File: config.mk
export PLATFORM = sky130hd
export DESIGN_NAME = mult_div_unit
export DESIGN_NICKNAME = d
export VERILOG_FILES = /design/src/rtl/mult_div_unit.sv
export SDC_FILE = /design/constraint.sdc
export NUM_CORES = 2
export LEC_CHECK = 0
export BUFFER_PORTS_ARGS = -buffer_cell sky130_fd_sc_hd__buf_4
export CAP_MARGIN = 20
export CORE_MARGIN = 2
export CORE_UTILIZATION = 45
export DETAILED_ROUTE_END_ITERATION = 12
export GPL_ROUTABILITY_DRIVEN = 0
export PLACE_DENSITY = 0.59
export SYNTH_ARGS = -nofsm -noshare
export SYNTH_HDL_FRONTEND = slang
export SYNTH_SLANG_ARGS = --single-unit
export TNS_END_PERCENT = 1
File: constraint.sdc
create_clock -name clk -period 12.4 [get_ports clk]
set_input_delay 0.62 -clock clk [delete_from_list [all_inputs] [get_ports clk]]
set_output_delay 0.62 -clock clk [all_outputs]
set_load 0.05 [all_outputs]
File: src/rtl/mult_div_unit.sv
// Multi-cycle HI/LO multiply/divide unit with MTHI/MTLO writes.
// Define MDU_DIV_EN to build the DIV/DIVU datapath; otherwise those opcodes are ignored.
module mult_div_unit #(
    parameter int unsigned WIDTH   = 32,
    parameter int unsigned MUL_LAT = 5,
    parameter int unsigned DIV_LAT = 10
) (
    input  logic             clk,
    input  logic             reset,
    input  logic             start,
    input  logic [2:0]       op,
    input  logic [WIDTH-1:0] a,
    input  logic [WIDTH-1:0] b,
    output logic             busy,
    output logic             done,
    output logic [WIDTH-1:0] hi,
    output logic [WIDTH-1:0] lo
);

    localparam int unsigned MAX_LAT = (MUL_LAT > DIV_LAT) ? MUL_LAT : DIV_LAT;
    localparam int unsigned CNT_W   = $clog2(MAX_LAT + 1);
    localparam int unsigned PW      = 2 * WIDTH;

    localparam logic [2:0] OP_MULT  = 3'b000;
    localparam logic [2:0] OP_MULTU = 3'b001;
    localparam logic [2:0] OP_DIV   = 3'b010;
    localparam logic [2:0] OP_DIVU  = 3'b011;
    localparam logic [2:0] OP_MTHI  = 3'b100;
    localparam logic [2:0] OP_MTLO  = 3'b101;

    typedef enum logic {
        IDLE,
        RUN
    } state_t;

    state_t           state, state_nxt;
    logic [CNT_W-1:0] cnt, cnt_nxt;
    logic [WIDTH-1:0] hi_nxt, lo_nxt;
    logic             busy_nxt, done_nxt;
    logic             load, load_div;
    logic [WIDTH-1:0] a_q, b_q;
    logic             sgn_q, div_q;

    // Multiplier: sign- or zero-extend, low 2*WIDTH bits are the exact product
    logic [PW-1:0] ext_a, ext_b, prod;

    assign ext_a = sgn_q ? {{WIDTH{a_q[WIDTH-1]}}, a_q} : {{WIDTH{1'b0}}, a_q};
    assign ext_b = sgn_q ? {{WIDTH{b_q[WIDTH-1]}}, b_q} : {{WIDTH{1'b0}}, b_q};
    assign prod  = ext_a * ext_b;

`ifdef MDU_DIV_EN
    // Divider on magnitudes; quotient truncates toward zero, remainder follows dividend
    logic             neg_a, neg_b, div_zero;
    logic [WIDTH-1:0] mag_a, mag_b, quo, rem, quo_s, rem_s;

    assign neg_a    = sgn_q & a_q[WIDTH-1];
    assign neg_b    = sgn_q & b_q[WIDTH-1];
    assign mag_a    = neg_a ? -a_q : a_q;
    assign mag_b    = neg_b ? -b_q : b_q;
    assign div_zero = (b_q == '0);
    assign quo      = mag_a / (div_zero ? WIDTH'(1) : mag_b);
    assign rem      = mag_a % (div_zero ? WIDTH'(1) : mag_b);
    assign quo_s    = (neg_a ^ neg_b) ? -quo : quo;
    assign rem_s    = neg_a ? -rem : rem;
`endif

    always_ff @(posedge clk) begin
        if (!reset) begin
            state <= IDLE;
            cnt   <= '0;
            busy  <= 1'b0;
            done  <= 1'b0;
            hi    <= '0;
            lo    <= '0;
            a_q   <= '0;
            b_q   <= '0;
            sgn_q <= 1'b0;
            div_q <= 1'b0;
        end else begin
            state <= state_nxt;
            cnt   <= cnt_nxt;
            busy  <= busy_nxt;
            done  <= done_nxt;
            hi    <= hi_nxt;
            lo    <= lo_nxt;
            if (load) begin
                a_q   <= a;
                b_q   <= b;
                sgn_q <= ~op[0];
                div_q <= load_div;
            end
        end
    end

    always_comb begin
        state_nxt = state;
        cnt_nxt   = cnt;
        busy_nxt  = busy;
        done_nxt  = 1'b0;
        hi_nxt    = hi;
        lo_nxt    = lo;
        load      = 1'b0;
        load_div  = 1'b0;

        case (state)
            IDLE: begin
                if (start) begin
                    case (op)
                        OP_MULT, OP_MULTU: begin
                            load      = 1'b1;
                            cnt_nxt   = CNT_W'(MUL_LAT);
                            state_nxt = RUN;
                            busy_nxt  = 1'b1;
                        end
`ifdef MDU_DIV_EN
                        OP_DIV, OP_DIVU: begin
                            load      = 1'b1;
                            load_div  = 1'b1;
                            cnt_nxt   = CNT_W'(DIV_LAT);
                            state_nxt = RUN;
                            busy_nxt  = 1'b1;
                        end
`endif
                        OP_MTHI: hi_nxt = a;
                        OP_MTLO: lo_nxt = a;
                        default: ;
                    endcase
                end
            end
            RUN: begin
                // Results land only on the final cycle; start is ignored meanwhile
                if (cnt <= CNT_W'(1)) begin
                    state_nxt = IDLE;
                    cnt_nxt   = '0;
                    busy_nxt  = 1'b0;
                    done_nxt  = 1'b1;
                    if (div_q) begin
`ifdef MDU_DIV_EN
                        if (!div_zero) begin
                            hi_nxt = rem_s;
                            lo_nxt = quo_s;
                        end
`endif
                    end else begin
                        hi_nxt = prod[PW-1:WIDTH];
                        lo_nxt = prod[WIDTH-1:0];
                    end
                end else begin
                    cnt_nxt = cnt - CNT_W'(1);
                end
            end
            default: state_nxt = IDLE;
        endcase
    end

endmodule
==> summary.txt <==
Status
  – Outcome: finished clean

Run
  – # Max-Cap Violations: 0

GRT
  – Grt ovf: 0
  – Largest net degree at the start of global routing: 68
  – Initial antenna violation count: 6
  – First-pass GRT wire length: 255 mm
  – Vias in the first global route: 41384
  – Gr usage total: 28.2%

Critical path
  – FF-to-FF End: hi[26]$_SDFFE_PN0P_
  – R2R setup slack: between 2 and 2.5 ns
  – Endpoint class of the critical path: flip-flop
  – RR Startpoint: a_q[31]$_SDFFE_PN0P_
  – Slowest-stage cell, CP: fa_1
  – Crit path arrival time: 10.62 ns
  – Reg2Reg Depth: 28
  – Req. time, crit path: between 10 and 15 ns
  – CP Launch Type: flip-flop
  – Critical Path Most Common Cell: fa_1
  – Max incr delay on CP: 0.97 ns
  – Largest fanout on the critical path: 40
  – Critical path type: flip-flop to flip-flop

Clock network
  – Post_cts resized: 0
  – CTS HTree Levels: 4
  – Number of CTS-inserted buffers: 17
  – CTS tree: done
  – Hold buffers post-CTS: 0
  – Longest Clk Path Bufs: 2
  – Clock slew at reported path FFs: 0.08 ns
  – Root Driver: clkbuf_16
  – Clock sink total: 136
  – Clock Latency Late Sink: 0.46 ns
  – Post-CTS Setup Inserts: 0

Detailed routing
  – Routed met3 length: 13.9 mm
  – Router iterations before antenna repair: 5
  – DR WL met2: 74.5 mm
  – Initial DRC count: 2906
  – Routed Antenna Nets: 0
  – WL/cell: 22.4 µm
  – Top sig layer: met4
  – Total number of vias: 37908
  – DRC viols: 0
  – Vias/cell: 5.25
  – Met1 wire length: 69.5 mm
  – Detailed Route WL: 162 mm

Floorplanning
  – IO Pins: 136
  – Row count: 125
  – Die height: 347 µm
  – Core footprint: 0.117 mm²
  – Die area: 0.120 mm²
  – Die width: 347 µm
  – Initial Util: between 40% and 50%

Synth
  – Synth Flop Type: dfxtp_1
  – Synth Net Count: approximately 7500
  – Average size of a mapped cell: 9.23 µm²
  – Yosys top cell by area: fa_1
  – Share of the synthesized area in the top cell type: between 50% and 60%
  – Ys async rst share: 0%
  – Register area share after synthesis: 5.14%
  – Synth cell types: 69
  – Synth Instances: 5738
  – Number of synthesized flops with an enable pin: 0
  – Top cells by count, synth: inv_1 (1530), fa_1 (1419), nand2_1 (727)
  – Top cells by area, synth: fa_1 (54%), inv_1 (11%), ha_1 (7.3%)
  – Ys Warns: 0
  – Number of synthesized register bits: 136
  – Mapped cell area: 0.0530 mm²
  – Count leader, synth: inv_1

Min path
  – Worst hold stages: 3
  – WHS Endpoint: b_q[23]$_SDFFE_PN0P_
  – Hold wc startpoint: b[23]
  – Worst Hold Class: primary input to flip-flop

Power
  – Power per cell area: 27.3 mW/mm²
  – Total power: 1530 µW
  – Pleak: 0.0291 µW
  – Peak supply drop: 0.000104 V

STA
  – TNS Setup: 0 ns
  – Final Hold Violating Endpoints: 0
  – RSZ-0062 raised after global routing: false
  – Slew headroom: 22.0%
  – Min Tclk post-route: 10.27 ns
  – Crit share post-route: 82.8%
  – Worst Tran Pin Value: 1.17 ns
  – Setup Skew: 0.0146 ns
  – Final Max Tran Viols: 0
  – Fmax: 97.4 MHz
  – Setup Viol. Count Final: 0

Layout
  – Layout area overhead: 5.95%
  – Layout Nets: approximately 7500
  – Fill count: approximately 11000
  – Cell Count, Final, Fillers Out: 7220
  – Share of layout cells above drive strength 1: 5.15%

Placed design
  – Dpl hpwl: 134 mm
  – Port bufs: about 140
  – Inst Count DP: 7183
flip-flops by register name, summed over array words and instances (netlist names):
register / cells
state: 1
done: 1
hi: 32
b_q: 32
lo: 32
cnt: 4
a_q: 32
sgn_q: 1
busy: 1
critical path, delay by kind of cell (launching register included):
| kind | cells | cell delay (ns) |
|---|---|---|
| buffers and inverters | 7 | 1.11 |
| AND/OR/NAND/NOR | 3 | 0.81 |
| flip-flops | 1 | 0.31 |
| XOR/XNOR | 1 | 0.15 |
| AO/OA/AOI/OAI | 6 | 1.63 |
| adder cells (fa/ha/maj) | 11 | 6.13 |
worst max path at each step:
| stage | end | cells after the start | startpoint |
|---|---|---|---|
| CTS | hi[26]$_SDFFE_PN0P_ | 28 | a_q[31]$_SDFFE_PN0P_ |
| detailed placement | hi[26]$_SDFFE_PN0P_ | 28 | a_q[31]$_SDFFE_PN0P_ |
| finish | hi[26]$_SDFFE_PN0P_ | 28 | a_q[31]$_SDFFE_PN0P_ |
| global route | hi[26]$_SDFFE_PN0P_ | 28 | a_q[31]$_SDFFE_PN0P_ |
| floorplan | hi[26]$_SDFFE_PN0P_ | 32 | a_q[31]$_SDFFE_PN0P_ |
| global placement | hi[26]$_SDFFE_PN0P_ | 28 | a_q[31]$_SDFFE_PN0P_ |
cell usage in the layout, fill, tap and decap left out, types with 25 or more instances in the layout:
| cell type | instances |
|---|---|
| ha_1 | 310 |
| inv_1 | 1530 |
| o21ai_0 | 68 |
| dfxtp_1 | 129 |
| buf_4 | 220 |
| fa_1 | 1419 |
| nand2_1 | 724 |
| and2_1 | 572 |
| a21o_1 | 38 |
| xor2_1 | 25 |
| a31oi_1 | 30 |
| a21oi_1 | 165 |
| nor2_1 | 82 |
| and3_1 | 30 |
| xnor2_1 | 95 |
kinds of logic (layout without fill, tap and decap cells):
kind of cell               after synthesis  after routing  synth area share (%)
muxes                                   15             15                 0.283
buffers and inverters                 1834           1788                  13.0
other                                    0              4                     0
adders and majority gates             1733           1733                  61.0
DFF                                    136            136                  5.14
xor gates and xnor gates               120            120                  1.98
AOI/OAI and AO/OA                      406            406                  4.77
and+or+nand+nor                       1494           1494                  13.8
routing by layer:
metal / track usage (%) / vias to the layer above
li1: - / 16332
met1: 40.3 / 19921
met2: 44.4 / 1452
met3: 5.40 / 203
met4: 6.55 / 0
met5: 0 / -
stage by stage:
step           cell area, µm²  hold slack, ns  setup slack (ns)  util (%)
2_1_floorplan           53000           0.482              3.02         -
3_3_place_gp            55400           0.441              2.37      47.6
3_5_place_dp            55500           0.447              2.27      47.6
4_1_cts                 56100           0.387              2.17      48.1
5_1_grt                 56100           0.407              1.71      48.2
6_report                56100           0.402              2.13      48.2
final cells by class:
class | instances | area, µm² | area share, %
diodes | 4 | 10.0 | 0.0178
clock buffers | 19 | 453 | 0.807
clock inverters | 13 | 161 | 0.288
inverters | 1532 | 5750 | 10.2
multi-input cells | 3768 | 43400 | 77.3
flip-flops and latches | 136 | 2730 | 4.87
well taps | 1524 | 1910 | 3.40
repair buffers | 224 | 1750 | 3.11
power by group:
| group | internal [µW] | switching, µW |
|---|---|---|
| registers | 458 | 30.3 |
| clock network | 314 | 259 |
| logic | 141 | 332 |
Power figures use the tool's default switching activity.
